$ cat src/rtl/link_sprite_ctrl_if.sv
// Player-sprite controller bus: motion/raster inputs, sprite ROM port and
// colour-mapper output.
//   master : the sprite controller (drives rom_sel, rom_addr, pixel_index, pixel_valid)
//   slave  : the surrounding game logic, raster timing, ROM and colour mapper
interface link_sprite_ctrl_if #(
  parameter int unsigned SPRITE_SIZE = 16
);
  localparam int unsigned AW = 2 * $clog2(SPRITE_SIZE);

  logic          frame_tick;
  logic [1:0]    dir_req;
  logic          moving;
  logic [9:0]    DrawX;
  logic [9:0]    DrawY;
  logic [9:0]    LinkX;
  logic [9:0]    LinkY;
  logic [3:0]    rom_index;
  logic [2:0]    rom_sel;
  logic [AW-1:0] rom_addr;
  logic [3:0]    pixel_index;
  logic          pixel_valid;

  modport master (
    input  frame_tick, dir_req, moving, DrawX, DrawY, LinkX, LinkY, rom_index,
    output rom_sel, rom_addr, pixel_index, pixel_valid
  );

  modport slave (
    output frame_tick, dir_req, moving, DrawX, DrawY, LinkX, LinkY, rom_index,
    input  rom_sel, rom_addr, pixel_index, pixel_valid
  );
endinterface

$ cat src/rtl/link_sprite_ctrl.sv
// Player-sprite sequencer: latches facing and walk-animation frame once per
// video frame, turns the raster position into a sprite ROM address, and
// resolves sprite coverage/transparency into a registered palette index.
//   Clk, Reset_n : pixel clock, async active-low reset
//   bus (master) : frame_tick/dir_req/moving, DrawX/DrawY, LinkX/LinkY,
//                  rom_index in; rom_sel, rom_addr, pixel_index, pixel_valid out
module link_sprite_ctrl #(
  parameter int unsigned SPRITE_SIZE       = 16,
  parameter int unsigned ANIM_PERIOD       = 8,
  parameter int unsigned TRANSPARENT_INDEX = 0
) (
  input  logic                Clk,
  input  logic                Reset_n,
  link_sprite_ctrl_if.master  bus
);
  localparam int unsigned K  = $clog2(SPRITE_SIZE);
  localparam int unsigned AW = 2 * K;
  localparam int unsigned CW = 8;
  localparam logic [CW-1:0] CNT_LAST = CW'(ANIM_PERIOD - 1);
  localparam logic [3:0]    TRANSP   = 4'(TRANSPARENT_INDEX);
  localparam logic [10:0]   SIZE11   = 11'(SPRITE_SIZE);

  typedef enum logic [1:0] {
    ST_STAND  = 2'd0,
    ST_WALK_A = 2'd1,
    ST_WALK_B = 2'd2
  } anim_state_e;

  anim_state_e   state_q,   state_d;
  logic [CW-1:0] anim_cnt_q, anim_cnt_d;
  logic [1:0]    dir_q,     dir_d;
  logic [2:0]    rom_sel_q, rom_sel_d;

  logic [10:0]   dx, dy;
  logic          hit;
  logic [AW-1:0] rom_addr_d, rom_addr_q;
  logic          hit_d1_q;
  logic [3:0]    pixel_index_q;
  logic          pixel_valid_q;

  // Animation/direction state register
  always_ff @(posedge Clk or negedge Reset_n) begin
    if (!Reset_n) begin
      state_q    <= ST_STAND;
      anim_cnt_q <= '0;
      dir_q      <= 2'd1;
      rom_sel_q  <= 3'b010;
    end else begin
      state_q    <= state_d;
      anim_cnt_q <= anim_cnt_d;
      dir_q      <= dir_d;
      rom_sel_q  <= rom_sel_d;
    end
  end

  // Next state: everything moves only on frame_tick so a frame never tears
  always_comb begin
    state_d    = state_q;
    anim_cnt_d = anim_cnt_q;
    dir_d      = dir_q;
    rom_sel_d  = rom_sel_q;
    if (bus.frame_tick) begin
      dir_d = bus.dir_req;
      case (state_q)
        ST_STAND: begin
          if (bus.moving) begin
            state_d    = ST_WALK_A;
            anim_cnt_d = '0;
          end
        end
        ST_WALK_A, ST_WALK_B: begin
          if (!bus.moving) begin
            state_d    = ST_STAND;
            anim_cnt_d = '0;
          end else if (anim_cnt_q == CNT_LAST) begin
            anim_cnt_d = '0;
            state_d    = (state_q == ST_WALK_A) ? ST_WALK_B : ST_WALK_A;
          end else begin
            anim_cnt_d = anim_cnt_q + CW'(1);
          end
        end
        default: begin
          state_d    = ST_STAND;
          anim_cnt_d = '0;
        end
      endcase
      rom_sel_d = {dir_d, (state_d == ST_WALK_B)};
    end
  end

  // Hit test; 11-bit difference so a raster position left/above the sprite
  // shows up as a set sign bit instead of wrapping into the box
  always_comb begin
    dx         = {1'b0, bus.DrawX} - {1'b0, bus.LinkX};
    dy         = {1'b0, bus.DrawY} - {1'b0, bus.LinkY};
    hit        = !dx[10] && (dx < SIZE11) && !dy[10] && (dy < SIZE11);
    rom_addr_d = {dy[K-1:0], dx[K-1:0]};
  end

  // Two-stage pixel pipeline: address/hit, then ROM data resolved to index
  always_ff @(posedge Clk or negedge Reset_n) begin
    if (!Reset_n) begin
      rom_addr_q    <= '0;
      hit_d1_q      <= 1'b0;
      pixel_index_q <= 4'd0;
      pixel_valid_q <= 1'b0;
    end else begin
      rom_addr_q    <= rom_addr_d;
      hit_d1_q      <= hit;
      pixel_index_q <= hit_d1_q ? bus.rom_index : TRANSP;
      pixel_valid_q <= hit_d1_q && (bus.rom_index != TRANSP);
    end
  end

  assign bus.rom_sel     = rom_sel_q;
  assign bus.rom_addr    = rom_addr_q;
  assign bus.pixel_index = pixel_index_q;
  assign bus.pixel_valid = pixel_valid_q;
endmodule

$ cat src/flat_wrapper.sv
// flat-port wrapper written by rule: the top's interface ports become plain ports
module link_sprite_ctrl_flat 
#(
  parameter int unsigned SPRITE_SIZE       = 16,
  parameter int unsigned ANIM_PERIOD       = 8,
  parameter int unsigned TRANSPARENT_INDEX = 0
)
  (Clk, Reset_n, bus_frame_tick, bus_dir_req, bus_moving, bus_DrawX, bus_DrawY, bus_LinkX, bus_LinkY, bus_rom_index, bus_rom_sel, bus_rom_addr, bus_pixel_index, bus_pixel_valid);
  link_sprite_ctrl_if #(.SPRITE_SIZE(SPRITE_SIZE)) bus_i ();
  input  logic Clk;
  input  logic Reset_n;
  input wire logic [$bits(bus_i.frame_tick)-1:0] bus_frame_tick;
  input wire logic [$bits(bus_i.dir_req)-1:0] bus_dir_req;
  input wire logic [$bits(bus_i.moving)-1:0] bus_moving;
  input wire logic [$bits(bus_i.DrawX)-1:0] bus_DrawX;
  input wire logic [$bits(bus_i.DrawY)-1:0] bus_DrawY;
  input wire logic [$bits(bus_i.LinkX)-1:0] bus_LinkX;
  input wire logic [$bits(bus_i.LinkY)-1:0] bus_LinkY;
  input wire logic [$bits(bus_i.rom_index)-1:0] bus_rom_index;
  output wire logic [$bits(bus_i.rom_sel)-1:0] bus_rom_sel;
  output wire logic [$bits(bus_i.rom_addr)-1:0] bus_rom_addr;
  output wire logic [$bits(bus_i.pixel_index)-1:0] bus_pixel_index;
  output wire logic [$bits(bus_i.pixel_valid)-1:0] bus_pixel_valid;
  assign bus_i.frame_tick = bus_frame_tick;
  assign bus_i.dir_req = bus_dir_req;
  assign bus_i.moving = bus_moving;
  assign bus_i.DrawX = bus_DrawX;
  assign bus_i.DrawY = bus_DrawY;
  assign bus_i.LinkX = bus_LinkX;
  assign bus_i.LinkY = bus_LinkY;
  assign bus_i.rom_index = bus_rom_index;
  assign bus_rom_sel = bus_i.rom_sel;
  assign bus_rom_addr = bus_i.rom_addr;
  assign bus_pixel_index = bus_i.pixel_index;
  assign bus_pixel_valid = bus_i.pixel_valid;
  link_sprite_ctrl #(.SPRITE_SIZE(SPRITE_SIZE), .ANIM_PERIOD(ANIM_PERIOD), .TRANSPARENT_INDEX(TRANSPARENT_INDEX)) u_core (.Clk(Clk), .Reset_n(Reset_n), .bus(bus_i));
endmodule
$ cat config.mk
export PLATFORM = sky130hd
export DESIGN_NAME = link_sprite_ctrl_flat
export DESIGN_NICKNAME = d
export VERILOG_FILES = /design/src/rtl/link_sprite_ctrl_if.sv /design/src/rtl/link_sprite_ctrl.sv /design/src/flat_wrapper.sv
export SDC_FILE = /design/constraint.sdc
export NUM_CORES = 1
export LEC_CHECK = 0
export CELL_PAD_IN_SITES_DETAIL_PLACEMENT = 1
export CELL_PAD_IN_SITES_GLOBAL_PLACEMENT = 1
export CORE_ASPECT_RATIO = 1.2
export CORE_MARGIN = 2
export CORE_UTILIZATION = 34
export DETAILED_ROUTE_END_ITERATION = 10
export GPL_ROUTABILITY_DRIVEN = 0
export PLACE_DENSITY_LB_ADDON = 0.1
export SYNTH_ARGS = -nofsm -noshare
export SYNTH_HDL_FRONTEND = slang
export SYNTH_SLANG_ARGS = --single-unit
$ cat constraint.sdc
create_clock -name Clk -period 2.37 [get_ports Clk]
set_input_delay 0.3555 -clock Clk [delete_from_list [all_inputs] [get_ports Clk]]
set_output_delay 0.3555 -clock Clk [all_outputs]
set_load 0.05 [all_outputs]
==> impl_table.tex, run 1 <==
\begin{tabular}{lr}
\hline
Metric & Value \\
\hline
\multicolumn{2}{l}{\textbf{Timing}} \\
Setup TNS & 0 ps \\
Pins Over Slew Limit & 0 \\
Fraction of the cycle the final worst path needs & 97.06\% \\
Slew Limit Headroom & a little under two thirds \\
Time the worst path needs with I/O delays and setup & between 2000 and 2500 ps \\
Worst-Margin Slew & between 500 and 600 ps \\
Maximum clock frequency & 434.7 MHz \\
Fin Clk Skew & about 6.2 ps \\
Hold violation total from the final report & 0 \\
Finish-stage setup viols & 0 \\
\multicolumn{2}{l}{\textbf{Yosys}} \\
Register bit total from synthesis & 27 \\
Post-synthesis cell count & between 200 and 250 \\
Yosys top cell area share & between 30\% and 40\% \\
Largest cells by area after synthesis & sky130\_fd\_sc\_hd\_\_dfrtp\_1 (31\%), sky130\_fd\_sc\_hd\_\_ha\_1 (14\%), sky130\_fd\_sc\_hd\_\_inv\_1 (6.3\%) \\
Number of flops mapped to enable cells by yosys & 0 \\
Average instance area after synthesis & between 8 and 9 um2 \\
Ys async rst share & 100.0\% \\
Library cell occupying the most area in the post-synthesis netlist & sky130\_fd\_sc\_hd\_\_dfrtp\_1 \\
Net count after synthesis & 322 \\
Predominant post-synthesis flop cell & sky130\_fd\_sc\_hd\_\_dfrtp\_1 \\
Synthesis Warnings & 0 \\
Number of library cell types mapped by synthesis & 53 \\
Post-synthesis instance area & 2130 um2 \\
Register area share after synthesis & 31.79\% \\
\multicolumn{2}{l}{\textbf{Finish}} \\
Share of layout cells above drive strength 1 & 18.16\% \\
Leading cell type in the layout, fill and taps excluded & sky130\_fd\_sc\_hd\_\_clkdlybuf4s50\_1 \\
Final standard cell area without fillers & approximately 3200 um2 \\
Commonest cells after routing, fill and taps aside & sky130\_fd\_sc\_hd\_\_clkdlybuf4s50\_1 (62), sky130\_fd\_sc\_hd\_\_buf\_4 (37), sky130\_fd\_sc\_hd\_\_inv\_1 (35) \\
Final antenna diode count & 0 \\
Layout Nets & 424 \\
Number of inserted filler cells in the final layout & approximately 700 \\
Area added between synthesis and finish & 52.53\% \\
\multicolumn{2}{l}{\textbf{Setup path}} \\
CP Max Fanout & 2 \\
Crit path required time & about 2500 ps \\
Startpoint type of the worst setup path & primary input \\
Setup CP Type & in2reg \\
Setup slack on the worst flop-to-flop path & 300 ps \\
Critical path arrival & 2470 ps \\
CP Capture Type & flip-flop \\
\multicolumn{2}{l}{\textbf{Clock tree}} \\
Num CTS Buffers & 3 \\
Number of buffers inserted by hold repair at cts & 0 \\
Clock-pin slew of the registers on the worst-case setup and hold paths & 90 ps \\
Clock root buffer & sky130\_fd\_sc\_hd\_\_clkbuf\_8 \\
CTS max path bufs & 2 \\
CTS tree & done \\
Clk sink count & 27 \\
Later-pin clock latency in the skew report & roughly 270 ps \\
Deepest level of the CTS H-tree & 1 \\
\multicolumn{2}{l}{\textbf{Placement}} \\
Area post-placement & between 3000 and 4000 um2 \\
\# port buffers & 65 \\
HPWL Detailed & between 4 and 5 mm \\
\multicolumn{2}{l}{\textbf{Floorplanning}} \\
Site row count & 31 \\
IO Pins & 66 \\
Starting density of the core & 35.19\% \\
Area inside the core boundary & around 6100 um2 \\
Die area & about 7000 um2 \\
Die X-Extent & roughly 76 um \\
Die outline height & between 90 and 100 um \\
\multicolumn{2}{l}{\textbf{Global routing}} \\
Maximum number of pins on one net before global-route repair & 28 \\
First-pass GRT wire length & 9.915 mm \\
Antenna violations before repair & 0 \\
GRT Total Usage & 17.27\% \\
Number of global-route vias before repair & around 2200 \\
Global route total overflow & 0 \\
\multicolumn{2}{l}{\textbf{Route}} \\
First drt pass iteration count & 4 \\
Number of vias per cell after detailed routing & between 5 and 6 \\
ANT nets after route & 0 \\
Via count of the routed design & between 2000 and 2500 \\
Drt initial violations & 66 \\
Total DRC errors in the routed layout & 0 \\
Wire length per cell & roughly 14 um \\
Total wirelength of the detailed-routed design & between 5 and 6 mm \\
\multicolumn{2}{l}{\textbf{Pwr}} \\
Leakage Power & around 1.5 nW \\
Total power density per cell area & between 400 and 500 nW/um2 \\
Final Total Pwr & between 1.5 and 2 mW \\
Worst VDD drop & 0.1873 mV \\
\multicolumn{2}{l}{\textbf{Flow run}} \\
MaxCap Viol Count & 0 \\
\multicolumn{2}{l}{\textbf{Worst hold path}} \\
Path class of the lowest-slack min-delay path & in2reg \\
\multicolumn{2}{l}{\textbf{Run status}} \\
Run status & finished clean \\
\hline
\end{tabular}
## per-layer routing
layer  global-route usage, %  vias up  wire length [um]
met5                       0        -                 0
li1                        -     1065                 -
met1                   19.08     1048              2211
met2                   33.63       28              3393
met4                   5.455        0                71
met3                   2.200        6               126
## worst max-delay path: stages
cell                              delay, ps
sky130_fd_sc_hd__clkdlybuf4s50_1        470
sky130_fd_sc_hd__inv_1                   50
sky130_fd_sc_hd__ha_1                   280
sky130_fd_sc_hd__o21a_1                 180
sky130_fd_sc_hd__o31a_1                 110
sky130_fd_sc_hd__o21a_1                 210
sky130_fd_sc_hd__or4_4                  420
sky130_fd_sc_hd__a21oi_2                140
sky130_fd_sc_hd__nor4bb_2               270
## power by group
part / total [mW] / internal (mW) / switching, mW
combinational: 0.735 / 0.350 / 0.385
sequential: 0.539 / 0.506 / 0.0325
clock: 0.254 / 0.117 / 0.136
## kinds of logic (layout without fill, tap and decap cells)
logic type      count (synthesis)  count (layout)  share of synthesized area [%]
xor+xnor                        8               8                          3.290
simple gates                   77              77                          19.68
flops                          27              27                          31.79
compound gates                 62              62                          19.04
fa+ha+maj                      26              26                          15.98
buf+inv                        41             142                          7.638
mux                             5               5                          2.585
## cells in the mapped netlist, types with 2 or more instances
library cell,count
sky130_fd_sc_hd__fa_1,2
sky130_fd_sc_hd__nand2_1,9
sky130_fd_sc_hd__and2_1,5
sky130_fd_sc_hd__inv_1,36
sky130_fd_sc_hd__dfrtp_1,26
sky130_fd_sc_hd__o21ai_0,13
sky130_fd_sc_hd__nand2b_1,10
sky130_fd_sc_hd__o21ai_1,3
sky130_fd_sc_hd__nor2b_1,4
sky130_fd_sc_hd__mux2_2,4
sky130_fd_sc_hd__nor3_1,4
sky130_fd_sc_hd__nand3_1,6
sky130_fd_sc_hd__xor2_1,4
sky130_fd_sc_hd__a211oi_1,2
sky130_fd_sc_hd__xnor2_1,4
sky130_fd_sc_hd__a21o_1,5
sky130_fd_sc_hd__nand4_1,5
sky130_fd_sc_hd__nor2_1,22
sky130_fd_sc_hd__o32ai_1,2
sky130_fd_sc_hd__clkbuf_1,3
sky130_fd_sc_hd__a21oi_1,17
sky130_fd_sc_hd__ha_1,24
sky130_fd_sc_hd__o21a_1,3
sky130_fd_sc_hd__a41o_1,2
sky130_fd_sc_hd__nor4_1,3
## per-stage QoR
stage | setup slack (ps) | hold slack (ps) | std cells | utilization [%]
2_1_floorplan | 286.4 | 59.91 | 246 | -
3_3_place_gp | -311.4 | 498.7 | 424 | 51.65
3_5_place_dp | -452.6 | 512.1 | 424 | 51.65
4_1_cts | 5.937 | 471.2 | 428 | 52.87
5_1_grt | -8.078 | 450.3 | 429 | 53.68
6_report | 69.59 | 454.7 | 429 | 53.68
## final timing paths
kind / from / to / cells past startpoint
min in group asynchronous: Reset_n / u_core.bus.pixel_index[0] / 2
worst min register to register: u_core.bus.rom_sel[2] / u_core.bus.rom_sel[2] / 1
worst max-delay path: bus_LinkX[2] / u_core.hit_d1_q / 9
worst min-delay path: bus_DrawX[0] / u_core.bus.rom_addr[0] / 4
max in group asynchronous: Reset_n / u_core.bus.rom_sel[1] / 2
worst max register to register: u_core.anim_cnt_q[3] / u_core.state_q[0] / 6
## state kept, by name (all words and copies together), names as in the netlist
signal                  cells
u_core.bus.pixel_valid      1
u_core.bus.pixel_index      4
u_core.bus.rom_sel          3
u_core.anim_cnt_q           8
u_core.hit_d1_q             1
u_core.bus.rom_addr         8
u_core.state_q              2
## layout make-up
| cell class | instances | area, um2 | area share [%] |
|---|---|---|---|
| Multi-Input combinational cell | 178 | 1355 | 41.72 |
| Timing Repair Buffer | 102 | 932.1 | 28.70 |
| Sequential cell | 27 | 676.9 | 20.84 |
| Inverter | 36 | 135.1 | 4.160 |
| Tap cell | 82 | 102.6 | 3.159 |
| Clock buffer | 3 | 41.29 | 1.271 |
| Clock inverter | 1 | 5.005 | 0.1541 |
## repair_timing
action	CTS	global route
endpoints found under the hold margin	0	0
pin swaps	6	13
setup endpoints to repair	1	1
gates resized for setup	8	11
setup buffers	0	1
Power figures use the tool's default switching activity.
==> run 2, diff against run 1 <==
Settings changed: CORE_MARGIN 2 to 1.5, CTS_CLUSTER_DIAMETER from default to 150.
==> run 2 against run 1 <==
Global-route usage rose by 1.3 points. Clock power rose by 2%. First-iteration DRC count decreased by 1.5%. Wire length increased by 3.6%. Largest cell class unchanged.
==> impl_table.tex, run 2 (same netlist as run 1, synthesis figures left out) <==
\begin{tabular}{lr}
\hline
Metric & Value \\
\hline
\multicolumn{2}{l}{\textbf{Global routing}} \\
Grt peak-use layer & met2 \\
Global route total overflow & 0 (unchanged) \\
Global Route met3 Usage & 1.339\% (-0.86 points) \\
GRT met1 Usage & 18.94\% (-0.14 points) \\
Antenna violations before repair & 0 (unchanged) \\
Maximum number of pins on one net before global-route repair & 28 (unchanged) \\
Number of global-route vias before repair & 2181 (-2.5\%) \\
First-pass GRT wire length & 9.535 mm (-3.8\%) \\
Global-route track usage on met2 & 38.86\% (+5.2 points) \\
GRT Total Usage & 18.60\% (+1.3 points) \\
\multicolumn{2}{l}{\textbf{Finish}} \\
Number of inserted filler cells in the final layout & 732 (+2.7\%) \\
Final design utilization & 55.91\% (+2.2 points) \\
Leading cell type in the layout, fill and taps excluded & sky130\_fd\_sc\_hd\_\_clkdlybuf4s50\_1 \\
Final instance count without filler cells & 432 (+0.70\%) \\
Area added between synthesis and finish & 58.87\% \\
Share of layout cells above drive strength 1 & 21.71\% (+3.6 points) \\
Final standard cell area without fillers & 3383 um2 (+4.2\%) \\
Layout Nets & 427 (+0.71\%) \\
Commonest cells after routing, fill and taps aside & sky130\_fd\_sc\_hd\_\_clkdlybuf4s50\_1 (62), sky130\_fd\_sc\_hd\_\_buf\_4 (39), sky130\_fd\_sc\_hd\_\_inv\_1 (35) \\
Final antenna diode count & 0 (unchanged) \\
\multicolumn{2}{l}{\textbf{Timing}} \\
Hold violation total from the final report & 0 (unchanged) \\
Fraction of the cycle the final worst path needs & 97.65\% (+0.59 points) \\
Hold\_ws & 446.7 ps (-8.003 ps) \\
Maximum clock frequency & 432.1 MHz (-0.60\%) \\
Worst-Margin Slew & 553.0 ps (+8.046 ps) \\
Pins Over Slew Limit & 0 (unchanged) \\
Time the worst path needs with I/O delays and setup & 2314 ps (+13.90 ps) \\
Slew Limit Headroom & 63.02\% (-0.54 points) \\
Finish-stage setup viols & 0 (unchanged) \\
Setup TNS & 0 ps (unchanged) \\
Fin Clk Skew & 5.756 ps (-0.4680 ps) \\
Final worst setup slack & 55.69 ps (-13.90 ps) \\
\multicolumn{2}{l}{\textbf{Placement}} \\
HPWL Detailed & 5.005 mm (+1.7\%) \\
Area post-placement & 3141 um2 (+0.48\%) \\
\# port buffers & 65 (unchanged) \\
DP Worst Slack & -416.3 ps (+36.35 ps) \\
Placed insts & 426 (+0.47\%) \\
\multicolumn{2}{l}{\textbf{Setup path}} \\
Startpoint of the most critical register-to-register path & u\_core.anim\_cnt\_q[3] \\
Capture point of the worst reg-to-reg path & u\_core.state\_q[0] \\
Setup slack on the worst flop-to-flop path & 360 ps (+60 ps) \\
Cell with the largest stage delay on the worst path & sky130\_fd\_sc\_hd\_\_or4\_4 \\
CP Max Fanout & 2 (unchanged) \\
CP Capture Type & flip-flop \\
Setup CP Type & in2reg \\
CP peak stage delay & 480 ps (about the same) \\
Ordered list of cells on the worst path & clkdlybuf4s50\_1, inv\_1, ha\_4, o21a\_1, o31a\_1, o21a\_1, or4\_4, a21oi\_2, nor4bb\_2 \\
Crit path required time & 2550 ps (about the same) \\
Critical path arrival & 2500 ps (+30 ps) \\
Cell depth of the worst flop-to-flop path & 6 (unchanged) \\
Startpoint type of the worst setup path & primary input \\
Cell seen most often among critical-path stages & sky130\_fd\_sc\_hd\_\_o21a\_1 \\
\multicolumn{2}{l}{\textbf{Clock tree}} \\
CTS max path bufs & 2 (unchanged) \\
Deepest level of the CTS H-tree & 1 (unchanged) \\
Clk sink count & 27 (unchanged) \\
Later-pin clock latency in the skew report & 270 ps (about the same) \\
Clock root buffer & sky130\_fd\_sc\_hd\_\_clkbuf\_8 \\
CTS tree & done \\
Num CTS Buffers & 3 (unchanged) \\
Clock-pin slew of the registers on the worst-case setup and hold paths & 90 ps (about the same) \\
\multicolumn{2}{l}{\textbf{Floorplanning}} \\
Die area & 6749 um2 (-2.4\%) \\
IO Pins & 66 (unchanged) \\
Die X-Extent & 75.25 um (-1.3\%) \\
Site row count & 31 (unchanged) \\
Area inside the core boundary & 6051 um2 (unchanged) \\
Starting density of the core & 35.19\% (unchanged) \\
Die outline height & 89.70 um (-1.1\%) \\
\multicolumn{2}{l}{\textbf{Run status}} \\
Run status & finished clean \\
\multicolumn{2}{l}{\textbf{Flow run}} \\
MaxCap Viol Count & 0 (unchanged) \\
\multicolumn{2}{l}{\textbf{Pwr}} \\
Total power density per cell area & 465.8 nW/um2 (-0.98\%) \\
Final Total Pwr & 1.576 mW (+3.1\%) \\
Worst VDD drop & 0.2283 mV (+22\%) \\
Leakage Power & 1.554 nW (+0.92\%) \\
\multicolumn{2}{l}{\textbf{Route}} \\
Wire length per cell & 13.92 um (+2.9\%) \\
First drt pass iteration count & 4 (unchanged) \\
Total DRC errors in the routed layout & 0 (unchanged) \\
ANT nets after route & 0 (unchanged) \\
Drt initial violations & 65 (-1.5\%) \\
Number of vias per cell after detailed routing & 4.972 (-0.65\%) \\
Total wirelength of the detailed-routed design & 6.012 mm (+3.6\%) \\
Via count of the routed design & 2148 (+0.047\%) \\
\multicolumn{2}{l}{\textbf{Worst hold path}} \\
Path class of the lowest-slack min-delay path & in2async \\
\hline
\end{tabular}
==> run 2: timing repair <==
item	CTS	global route
hold buffers	0	0
gates cloned	0	0
setup endpoints to repair	1	1
pin swaps	3	13
buffers inserted	0	2
resized for setup	5	30
==> run 2: area by class of cell <==
type | count | area [um2] | area share [%]
well taps | 82 | 102.6 | 3.033
clock buffers | 4 | 45.04 | 1.331
inverters | 36 | 135.1 | 3.994
multi-input cells | 178 | 1469 | 43.42
flip-flops and latches | 27 | 676.9 | 20.01
repair buffers | 105 | 954.7 | 28.22
==> run 2: power by group <==
group / leakage [nW] / switching, mW / internal (mW)
Combinational: 1.18 / 0.401 / 0.378
Clock: 0.0228 / 0.140 / 0.121
Sequential: 0.349 / 0.0306 / 0.506
==> run 2: how the worst max path moves through the flow <==
stage / slack (ps) / depth (start not counted) / end / startpoint
floorplan: 290 / 9 / u_core.hit_d1_q / bus_DrawX[0]
global placement: -310 / 10 / u_core.hit_d1_q / bus_DrawX[0]
detailed placement: -420 / 10 / u_core.hit_d1_q / bus_DrawX[0]
CTS: 10 / 9 / u_core.hit_d1_q / bus_LinkX[2]
global route: -4 / 10 / u_core.hit_d1_q / bus_LinkX[5]
finish: 60 / 9 / u_core.hit_d1_q / bus_LinkX[2]
==> run 2: metal layers <==
metal	routed length, um	vias to the layer above
li1	-	1068
met1	2285	1044
met2	3542	31
met3	111	5
met4	72	0
met5	0	-
==> run 2: worst max-delay path, delay by kind of cell <==
family	cells	cell delay (ps)
AOI/OAI and AO/OA	4	640
adders and majority gates	1	210
buffers and inverters	2	520
and+or+nand+nor	2	760
==> run 3, diff against run 2 <==
Settings changed: CORE_UTILIZATION 34 to 35, CTS_BUF_LIST from default to sky130_fd_sc_hd__clkbuf_8.
==> run 3 against run 2 <==
Sequential cell count stayed put. First-iteration DRC count is 3.1% higher. Worst setup slack better by 88 ps. Register-to-register slack worse by 60 ps. Clock skew is 2.9 ps higher. Largest power group unchanged.
==> impl_table.tex, run 3 (same netlist as run 1, synthesis figures left out) <==
\begin{tabular}{lr}
\hline
Metric & Value \\
\hline
\multicolumn{2}{l}{\textbf{Run status}} \\
Run status & finished clean \\
\multicolumn{2}{l}{\textbf{Floorplanning}} \\
Die X-Extent & 74.21 um (-1.4\%) \\
Starting density of the core & 36.84\% (+1.6 points) \\
Die area & 6563 um2 (-2.8\%) \\
Area inside the core boundary & 5781 um2 (-4.5\%) \\
IO Pins & 66 (unchanged) \\
Die outline height & 88.45 um (-1.4\%) \\
Site row count & 30 (-3.2\%) \\
\multicolumn{2}{l}{\textbf{Clock tree}} \\
Clock root buffer & sky130\_fd\_sc\_hd\_\_clkbuf\_8 \\
Clk sink count & 27 (unchanged) \\
CTS max path bufs & 2 (unchanged) \\
Later-pin clock latency in the skew report & 280 ps (about the same) \\
Number of buffers inserted by hold repair at cts & 0 (unchanged) \\
Clock-pin slew of the registers on the worst-case setup and hold paths & 100 ps (about the same) \\
Num CTS Buffers & 3 (unchanged) \\
CTS tree & done \\
Deepest level of the CTS H-tree & 1 (unchanged) \\
\multicolumn{2}{l}{\textbf{Worst hold path}} \\
WHS Path Cells & 3 \\
Endpoint, Worst Hold & u\_core.bus.rom\_addr[0] \\
Hold wc startpoint & bus\_LinkX[0] \\
Path class of the lowest-slack min-delay path & in2reg \\
\multicolumn{2}{l}{\textbf{Timing}} \\
Fraction of the cycle the final worst path needs & 93.93\% (-3.7 points) \\
Final worst setup slack & 143.9 ps (+88.17 ps) \\
Fin Clk Skew & 8.683 ps (+2.927 ps) \\
Maximum clock frequency & 449.2 MHz (+4.0\%) \\
Worst-Margin Slew & 549.9 ps (-3.029 ps) \\
Slew Limit Headroom & 63.22\% (+0.20 points) \\
Pins Over Slew Limit & 0 (unchanged) \\
Finish-stage setup viols & 0 (unchanged) \\
Hold violation total from the final report & 0 (unchanged) \\
Time the worst path needs with I/O delays and setup & 2226 ps (-88.17 ps) \\
\multicolumn{2}{l}{\textbf{Pwr}} \\
Total power density per cell area & 473.9 nW/um2 (+1.7\%) \\
Leakage Power & 1.538 nW (-0.99\%) \\
Worst VDD drop & 0.1848 mV (-19\%) \\
\multicolumn{2}{l}{\textbf{Setup path}} \\
Critical path buffer and inverter count & 3 (+1) \\
CP peak stage delay & 450 ps (-30 ps) \\
Ordered list of cells on the worst path & clkdlybuf4s50\_1, inv\_1, ha\_1, buf\_4, nor2\_2, a21oi\_4, a211oi\_1, o22ai\_1, nor4\_1, nor4bb\_2 \\
CP Max Fanout & 3 (+1) \\
Cell depth of the worst flop-to-flop path & 6 (unchanged) \\
Capture point of the worst reg-to-reg path & u\_core.state\_q[0] \\
Startpoint of the most critical register-to-register path & u\_core.anim\_cnt\_q[3] \\
Setup CP Type & in2reg \\
Kind of cell adding the most delay to the critical path & simple AND/OR/NAND/NOR gates \\
Cell with the largest stage delay on the worst path & sky130\_fd\_sc\_hd\_\_clkdlybuf4s50\_1 \\
Critical path arrival & 2420 ps (-80 ps) \\
Crit path required time & 2560 ps (about the same) \\
Setup slack on the worst flop-to-flop path & 300 ps (-60 ps) \\
Startpoint type of the worst setup path & primary input \\
CP Capture Type & flip-flop \\
\multicolumn{2}{l}{\textbf{Finish}} \\
Final antenna diode count & 0 (unchanged) \\
Leading cell type in the layout, fill and taps excluded & sky130\_fd\_sc\_hd\_\_clkdlybuf4s50\_1 \\
Layout Nets & 424 (-0.70\%) \\
Final design utilization & 56.67\% (+0.75 points) \\
Area added between synthesis and finish & 53.82\% \\
Share of layout cells above drive strength 1 & 18.73\% (-3.0 points) \\
Final instance count without filler cells & 427 (-1.2\%) \\
Commonest cells after routing, fill and taps aside & sky130\_fd\_sc\_hd\_\_clkdlybuf4s50\_1 (61), sky130\_fd\_sc\_hd\_\_buf\_4 (36), sky130\_fd\_sc\_hd\_\_inv\_1 (35) \\
\multicolumn{2}{l}{\textbf{Global routing}} \\
First-pass GRT wire length & 10.01 mm (+5.0\%) \\
GRT Total Usage & 19.29\% (+0.69 points) \\
Antenna violations before repair & 0 (unchanged) \\
Number of global-route vias before repair & 2294 (+5.2\%) \\
Maximum number of pins on one net before global-route repair & 28 (unchanged) \\
Global route total overflow & 0 (unchanged) \\
\multicolumn{2}{l}{\textbf{Flow run}} \\
MaxCap Viol Count & 0 (unchanged) \\
\multicolumn{2}{l}{\textbf{Placement}} \\
\# port buffers & 65 (unchanged) \\
DP Worst Slack & -460.6 ps (-44.33 ps) \\
Placed insts & 422 (-0.94\%) \\
HPWL Detailed & 4.970 mm (-0.69\%) \\
\multicolumn{2}{l}{\textbf{Route}} \\
Via count of the routed design & 2150 (+0.093\%) \\
ANT nets after route & 0 (unchanged) \\
Drt initial violations & 67 (+3.1\%) \\
First drt pass iteration count & 4 (unchanged) \\
Total wirelength of the detailed-routed design & 5.992 mm (-0.33\%) \\
Wire length per cell & 14.03 um (+0.83\%) \\
Total DRC errors in the routed layout & 0 (unchanged) \\
Number of vias per cell after detailed routing & 5.035 (+1.3\%) \\
\hline
\end{tabular}
[run 3: cell types whose count changed in the layout (fill, tap and decap cells not counted), moves of 3 or more]
cell / change
sky130_fd_sc_hd__buf_4: -3
sky130_fd_sc_hd__ha_1: +4
sky130_fd_sc_hd__ha_4: -4
sky130_fd_sc_hd__a21oi_2: -3
sky130_fd_sc_hd__a21oi_1: +4
[run 3: final cells by class]
type                            instances  area [um2]
Timing Repair Buffer                  102       934.6
Inverter                               36       135.1
Multi-Input combinational cell        178        1380
Fill cell                             724        2505
Tap cell                               80       100.1
Sequential cell                        27       676.9
Clock buffer                            3       41.29
Clock inverter                          1       7.507
[run 3: worst min-delay path, delay by kind of cell]
kind                       cells  cell delay [ps]
buffers and inverters          2              160
adders and majority gates      1              140
[run 3: repair_timing]
| item | CTS | global route |
|---|---|---|
| setup buffers | 1 | 0 |
| pin swaps | 6 | 8 |
| gates resized for setup | 8 | 16 |
| setup endpoints to repair | 1 | 1 |
[run 3: through the flow]
stage,area [um2],hold WS [ps],power (mW),TNS [ps]
after global placement,3123,492.0,1.235,-329.3
after floorplan,2130,59.91,0.9454,0
after detailed placement,3123,503.1,1.262,-460.6
final,3276,411.1,1.552,0
after CTS,3198,466.5,1.540,0
after global routing,3276,428.2,1.654,-10.79
[run 3: where the power goes]
group	switching, mW	internal, mW	leakage (nW)	total (mW)
Combinational	0.385	0.358	1.17	0.743
Clock	0.151	0.120	0.0217	0.270
Sequential	0.0329	0.506	0.349	0.539
Total	0.568	0.984	1.54	1.55
[run 3: how the worst max path moves through the flow]
stage | start | end | slack (ps) | cells past startpoint
after floorplan | bus_DrawX[0] | u_core.hit_d1_q | 290 | 9
after global placement | bus_DrawX[0] | u_core.hit_d1_q | -330 | 10
after detailed placement | bus_DrawX[0] | u_core.hit_d1_q | -460 | 10
after CTS | bus_LinkY[0] | u_core.hit_d1_q | 20 | 10
after global routing | bus_LinkX[3] | u_core.hit_d1_q | -10 | 10
final | bus_LinkX[3] | u_core.hit_d1_q | 140 | 10
[run 3: layer usage]
metal	vias to the layer above	GRT usage (%)	wire (um)
met5	-	0	0
met4	0	4.882	73
met3	6	1.139	90
met2	29	38.23	3488
met1	1049	21.82	2339
li1	1066	-	-
